`config.mk`:
```
export PLATFORM = sky130hd
export DESIGN_NAME = shuma_capture_flat
export DESIGN_NICKNAME = d
export VERILOG_FILES = /design/src/rtl/shuma_capture_if.sv /design/src/rtl/shuma_capture.sv /design/src/flat_wrapper.sv
export SDC_FILE = /design/constraint.sdc
export NUM_CORES = 1
export LEC_CHECK = 0
export CAP_MARGIN = 10
export CORE_UTILIZATION = 45
export CTS_BUF_LIST = sky130_fd_sc_hd__clkbuf_16
export CTS_CLUSTER_SIZE = 40
export DETAILED_ROUTE_END_ITERATION = 16
export PLACE_DENSITY = 0.75
export SYNTH_ARGS = -nofsm -noshare
export SYNTH_HDL_FRONTEND = slang
export SYNTH_SLANG_ARGS = --single-unit
```
`constraint.sdc`:
```
create_clock -name clk -period 3.6 [get_ports clk]
set_input_delay 0.36 -clock clk [delete_from_list [all_inputs] [get_ports clk]]
set_output_delay 0.36 -clock clk [all_outputs]
set_load 0.01 [all_outputs]
```
`src/rtl/shuma_capture_if.sv`:
```
// Scanned 7-segment bus as seen by the capture block, plus its decoded results.
// The display driver side uses master; the capture block uses slave.
interface shuma_capture_if #(
  parameter int DIGITS = 4
);
  logic                  a, b, c, d, e, f, g;
  logic [DIGITS-1:0]     sel;
  logic                  sample_en;
  logic [4*DIGITS-1:0]   data;
  logic [DIGITS-1:0]     blank;
  logic [DIGITS-1:0]     err;
  logic [DIGITS-1:0]     upd;
  logic                  sel_err;
  logic                  frame_ok;

  modport master (
    output a, b, c, d, e, f, g, sel, sample_en,
    input  data, blank, err, upd, sel_err, frame_ok
  );

  modport slave (
    input  a, b, c, d, e, f, g, sel, sample_en,
    output data, blank, err, upd, sel_err, frame_ok
  );
endinterface

```
`src/rtl/shuma_capture.sv`:
```
// Readback of a scanned 7-segment display: decodes each digit back to BCD and
// commits it only after STABLE_CNT consecutive identical samples.
module shuma_capture #(
  parameter int DIGITS     = 4,
  parameter int STABLE_CNT = 3
) (
  input  logic           clk,
  input  logic           rst,
  shuma_capture_if.slave bus
);

  // CL_NONE only exists after reset so the first real sample never matches.
  typedef enum logic [1:0] {
    CL_NONE    = 2'd0,
    CL_DIGIT   = 2'd1,
    CL_BLANK   = 2'd2,
    CL_INVALID = 2'd3
  } cls_t;

  typedef struct packed {
    cls_t       cls;
    logic [3:0] code;
  } cand_t;

  localparam logic [3:0] CNT_MAX = 4'(STABLE_CNT - 1);

  logic [6:0]        pat;
  cand_t             cur;
  logic              sel_ok;

  cand_t             cand    [DIGITS];
  logic [3:0]        cnt     [DIGITS];
  logic [3:0]        nxt_cnt [DIGITS];
  logic [DIGITS-1:0] seen;
  logic [DIGITS-1:0] take, same, commit, changed;

  logic [4*DIGITS-1:0] data_q;
  logic [DIGITS-1:0]   blank_q, err_q, upd_q;
  logic                sel_err_q, frame_ok_q;

  assign pat    = {bus.a, bus.b, bus.c, bus.d, bus.e, bus.f, bus.g};
  assign sel_ok = $onehot(bus.sel);

  // NOTE: every output of a combinational block gets a default before the
  // case, otherwise unlisted patterns would infer a latch.
  always_comb begin
    cur.cls  = CL_DIGIT;
    cur.code = 4'd0;
    case (pat)
      7'b1111110: cur.code = 4'd0;
      7'b0110000: cur.code = 4'd1;
      7'b1101101: cur.code = 4'd2;
      7'b1111001: cur.code = 4'd3;
      7'b0110011: cur.code = 4'd4;
      7'b1011011: cur.code = 4'd5;
      7'b1011111: cur.code = 4'd6;
      7'b1110000: cur.code = 4'd7;
      7'b1111111: cur.code = 4'd8;
      7'b1111011: cur.code = 4'd9;
      7'b0000000: cur.cls  = CL_BLANK;
      default:    cur.cls  = CL_INVALID;
    endcase
  end

  // Commit happens on the sample that brings the run length to STABLE_CNT;
  // the counter then saturates so repeats re-commit silently.
  always_comb begin
    for (int i = 0; i < DIGITS; i++) begin
      take[i]    = bus.sample_en & sel_ok & bus.sel[i];
      same[i]    = (cand[i] == cur);
      nxt_cnt[i] = !same[i] ? 4'd0 :
                   (cnt[i] == CNT_MAX) ? cnt[i] : cnt[i] + 4'd1;
      commit[i]  = take[i] & (nxt_cnt[i] == CNT_MAX);
      changed[i] = !seen[i]
                 || (data_q[4*i +: 4] != cur.code)
                 || (blank_q[i] != (cur.cls == CL_BLANK))
                 || (err_q[i]   != (cur.cls == CL_INVALID));
    end
  end

  // NOTE: sequential state uses non-blocking assignments only, so every
  // register samples the pre-edge values regardless of statement order.
  always_ff @(posedge clk) begin
    if (rst) begin
      // NOTE: the per-digit candidate/counter arrays are reset too, because a
      // stale candidate would shorten the first commit after reset.
      for (int i = 0; i < DIGITS; i++) begin
        cand[i] <= '{cls: CL_NONE, code: 4'd0};
        cnt[i]  <= 4'd0;
      end
      seen       <= '0;
      data_q     <= '0;
      blank_q    <= '1;
      err_q      <= '0;
      upd_q      <= '0;
      sel_err_q  <= 1'b0;
      frame_ok_q <= 1'b0;
    end else begin
      sel_err_q  <= bus.sample_en & ~sel_ok;
      frame_ok_q <= frame_ok_q | (&seen);
      for (int i = 0; i < DIGITS; i++) begin
        upd_q[i] <= commit[i] & changed[i];
        if (take[i]) begin
          cand[i] <= cur;
          cnt[i]  <= nxt_cnt[i];
        end
        if (commit[i]) begin
          data_q[4*i +: 4] <= cur.code;
          blank_q[i]       <= (cur.cls == CL_BLANK);
          err_q[i]         <= (cur.cls == CL_INVALID);
          seen[i]          <= 1'b1;
        end
      end
    end
  end

  assign bus.data     = data_q;
  assign bus.blank    = blank_q;
  assign bus.err      = err_q;
  assign bus.upd      = upd_q;
  assign bus.sel_err  = sel_err_q;
  assign bus.frame_ok = frame_ok_q;

endmodule
```
`src/flat_wrapper.sv`:
```
// flat-port wrapper written by rule: the top's interface ports become plain ports
module shuma_capture_flat 
#(
  parameter int DIGITS     = 4,
  parameter int STABLE_CNT = 3
)
  (clk, rst, bus_a, bus_b, bus_c, bus_d, bus_e, bus_f, bus_g, bus_sel, bus_sample_en, bus_data, bus_blank, bus_err, bus_upd, bus_sel_err, bus_frame_ok);
  shuma_capture_if #(.DIGITS(DIGITS)) bus_i ();
  input  logic clk;
  input  logic rst;
  input wire logic [$bits(bus_i.a)-1:0] bus_a;
  input wire logic [$bits(bus_i.b)-1:0] bus_b;
  input wire logic [$bits(bus_i.c)-1:0] bus_c;
  input wire logic [$bits(bus_i.d)-1:0] bus_d;
  input wire logic [$bits(bus_i.e)-1:0] bus_e;
  input wire logic [$bits(bus_i.f)-1:0] bus_f;
  input wire logic [$bits(bus_i.g)-1:0] bus_g;
  input wire logic [$bits(bus_i.sel)-1:0] bus_sel;
  input wire logic [$bits(bus_i.sample_en)-1:0] bus_sample_en;
  output wire logic [$bits(bus_i.data)-1:0] bus_data;
  output wire logic [$bits(bus_i.blank)-1:0] bus_blank;
  output wire logic [$bits(bus_i.err)-1:0] bus_err;
  output wire logic [$bits(bus_i.upd)-1:0] bus_upd;
  output wire logic [$bits(bus_i.sel_err)-1:0] bus_sel_err;
  output wire logic [$bits(bus_i.frame_ok)-1:0] bus_frame_ok;
  assign bus_i.a = bus_a;
  assign bus_i.b = bus_b;
  assign bus_i.c = bus_c;
  assign bus_i.d = bus_d;
  assign bus_i.e = bus_e;
  assign bus_i.f = bus_f;
  assign bus_i.g = bus_g;
  assign bus_i.sel = bus_sel;
  assign bus_i.sample_en = bus_sample_en;
  assign bus_data = bus_i.data;
  assign bus_blank = bus_i.blank;
  assign bus_err = bus_i.err;
  assign bus_upd = bus_i.upd;
  assign bus_sel_err = bus_i.sel_err;
  assign bus_frame_ok = bus_i.frame_ok;
  shuma_capture #(.DIGITS(DIGITS), .STABLE_CNT(STABLE_CNT)) u_core (.clk(clk), .rst(rst), .bus(bus_i));
endmodule
```
==> metrics.md <==
| Metric | Value |
|---|---|
| Status | complete, no violations |
| Initial antenna violation count | 0 |
| Unrepaired setup endpoints after global routing | false |
| Setup Viol. Count Final | 0 |
| Fin crit period | 3351 ps |
| FFs w/ async S/R, synth | 0% |
| Core area | 0.008848 mm² |
| Crit path cell chain | clkdlybuf4s50_1, or3_2, nand2b_1, or4_1, ha_1, xor2_1, nand2_1, or4_1, or3_1, mux2i_1 |
| Final Skew | 7.592 ps |
| Die width | 98.11 µm |
| Crit-path most repeated cell | or4_1 |
| Syn Nets | between 400 and 500 |
| DRC errors left | 0 |
| Post-Layout Cell Count | 572 |
| Cts hold-fix bufs | 0 |
| Setup CP Type | input pin to register |
| Pre-CTS setup slack | -72.85 ps |
| Final ANT Viol Nets | 0 |
| Remaining Overflow, GRT | 0 |
| Synth Area in XOR/XNOR | 11.14% |
| Number of H-tree branching levels | 3 |
| CP peak stage delay | around 500 ps |
| Crit path max-delay family | simple AND/OR/NAND/NOR gates |
| IR drop worst, VDD | 0.2900 mV |
| Critical path endpoint category | register |
| Synth Area in Compound Gates | 4.846% |
| First-pass GRT wire length | between 15000 and 20000 µm |
| Fillers | 757 |
| Clk pin slew, worst setup/hold paths | 60 ps |
| Initial Utilization | 46.97% |
| Final net count | 487 |
| Rel. slew slack | 64.55% |
| Buf/Inv on CP | 1 |
| Clock latency on the worst-skew pair | 340 ps |
| WP data required | roughly 3800 ps |
| Post-synthesis simple-gate area fraction | 25.08% |
| Slew Limit Fails | 0 |
| Worst Path Arrival | 3560 ps |
| FMAX | roughly 300 MHz |
| Routed WL per cell | 16.16 µm |
| Yosys top cell by area | edfxtp_1 |
| Tcrit/Tclk final | about 93% |
| Prevailing post-synth register cell | edfxtp_1 |
| Mapped Area | 0.004156 mm² |
| Port Buffers | 43 |
| Row count | 34 |
| Mapped Cells | 403 |
| CTS tree | yes |
| Post-synthesis adder-cell area fraction | ~4.4% |
| Die area | 0.009625 mm² |
| Crit path max-delay cell type | or4_1 |
| Seq/Total Area, Yosys | 45.27% |
| Detailed Place HPWL | 6461 µm |
| TritonCTS Buffers | 9 |
| Most instantiated library cell after synthesis | nor2_1 |
| Hold crit path type | register to register |
| Share of layout cells above drive strength 1 | 10.99% |
| Pwr dens | 428.5 mW/mm² |
| Dpl cells | 556 |
| Most frequent cells after synthesis | 41 x nor2_1, 40 x edfxtp_1, 34 x dfxtp_1 |
| Main combinational cell family by area after synthesis | simple AND/OR/NAND/NOR gates |
| Synth area leaders | edfxtp_1 29%, dfxtp_1 16%, xnor2_1 6.3%, mux2i_1 5.8%, nand2b_1 4.7% |
| Startpoint types | input pin |
| Layout area overhead | 23.21% |
| Endpoints failing hold | 0 |
| First-pass detailed-route iteration total | 4 |
| Post-CTS Setup Repair Bufs | 0 |
| Mux contribution to synthesized area | 5.780% |
| Placer Congestion | between 0.8 and 0.9 |
| Clock Path Buffers | 2 |
| Worst Path Max Fanout | 6 |
| Clock Tree Root | clkbuf_16 |
| Resized cells post-CTS | 0 |
| Leakage | 0.002015 µW |
| #FFs+latches synth | 74 |
| Via density | ~5.4 |
| Distinct cells, synth | 57 |
| Drt total wl | 9245 µm |
| EDFF count, synth | 40 |
| Initial DRC count | approximately 160 |
| Vias in the first global route | 3232 |
| DR vias | ~3100 |
| IO Pins | 44 |
| Synthesis warning total | 0 |
| CTS Sinks | 74 |
| Diodes inserted | 0 |
| Total track usage | 20.59% |
| Setup slack after layout | 249.3 ps |
| Die Y | approximately 100 µm |
| Pin count of the biggest net entering global routing | 45 |
| Syn avg cell area | 10.31 µm² |
| Worst Tran Pin Value | 529.7 ps |
| Max cap viols | 0 |
| Post-synth top area share | 28.90% |
-- sequential cells by signal, summed over array words and instances, names as in the netlist --
| name | cells |
|---|---|
| u_core.bus.upd | 4 |
| u_core.cand | 24 |
| u_core.bus.data | 16 |
| u_core.bus.blank | 4 |
| u_core.bus.sel_err | 1 |
| u_core.seen | 4 |
| u_core.cnt | 16 |
| u_core.bus.frame_ok | 1 |
| u_core.bus.err | 4 |
-- layer usage --
| metal | GRT usage [%] | wire length [µm] | up-vias |
|---|---|---|---|
| met5 | 0 | 0 | - |
| met4 | 7.692 | 136 | 0 |
| met3 | 4.152 | 501 | 13 |
| met2 | 34.07 | 4406 | 92 |
| met1 | 26.57 | 4200 | 1474 |
| li1 | - | - | 1533 |
-- path summary, 6_finish.rpt --
path | start | to | slack (ps) | cells after the start
worst max-delay path | bus_d | u_core.bus.data[2] | 250 | 10
worst min-delay path | u_core.seen[3] | u_core.seen[3] | 470 | 2
worst max register to register | u_core.cnt[0][0] | u_core.bus.data[2] | 910 | 8
worst min register to register | u_core.seen[3] | u_core.seen[3] | 470 | 2
-- logic make-up after synthesis --
logic type,count (synthesis)
buffers and inverters,30
AND/OR/NAND/NOR,178
XOR/XNOR,52
multiplexers,24
AO/OA/AOI/OAI,31
adder cells (fa/ha/maj),14
flip-flops,74
-- tightest hold or removal path, delay by kind of cell, from the launching register on --
| kind | cells | cell delay (ps) |
|---|---|---|
| flops | 1 | 330 |
| compound gates | 1 | 50 |
| buf+inv | 1 | 50 |
-- power by group --
group / internal [µW] / leakage, µW / switching [µW]
sequential: 928 / 0.000672 / 24.8
clock: 683 / 0.000167 / 367
combinational: 84.9 / 0.00118 / 107
-- placed cells by master, fill, tap and decap left out, drive strengths merged, types with 7 or more instances in the layout --
cell / synthesis / final
clkdlybuf4s50: 0 / 43
nor2: 41 / 41
edfxtp: 40 / 40
dfxtp: 34 / 34
nand2b: 31 / 31
xnor2: 30 / 30
mux2i: 24 / 24
xor2: 22 / 22
buf: 12 / 20
nand2: 16 / 16
nor3: 14 / 14
inv: 12 / 14
ha: 13 / 13
a21oi: 13 / 13
nand4: 10 / 10
clkbuf: 6 / 9
nor2b: 8 / 8
nand4b: 7 / 7
o21ai: 7 / 7
-- cell type report --
type | count | area, µm² | share of cell area, %
Sequential cell | 74 | 1882 | 36.75
Inverter | 12 | 45.04 | 0.8796
Timing Repair Buffer | 63 | 580.6 | 11.34
Multi-Input combinational cell | 299 | 2130 | 41.58
Clock inverter | 7 | 123.9 | 2.419
Clock buffer | 9 | 225.2 | 4.398
Tap cell | 108 | 135.1 | 2.639
-- metrics by stage --
stage | hold WS (ps) | TNS (ps) | instance area [µm²] | power (µW) | util [%]
CTS | 471.5 | 0 | 5121 | 2206 | 57.88
finish | 471.0 | 0 | 5121 | 2194 | 57.88
global route | 496.2 | 0 | 5121 | 2270 | 57.88
global placement | 453.1 | 0 | 4772 | 1150 | 53.93
floorplan | 438.9 | 0 | 4156 | 1091 | -
detailed placement | 460.2 | -406.5 | 4772 | 1160 | 53.93
No activity file was read; power rests on OpenSTA's default activity.
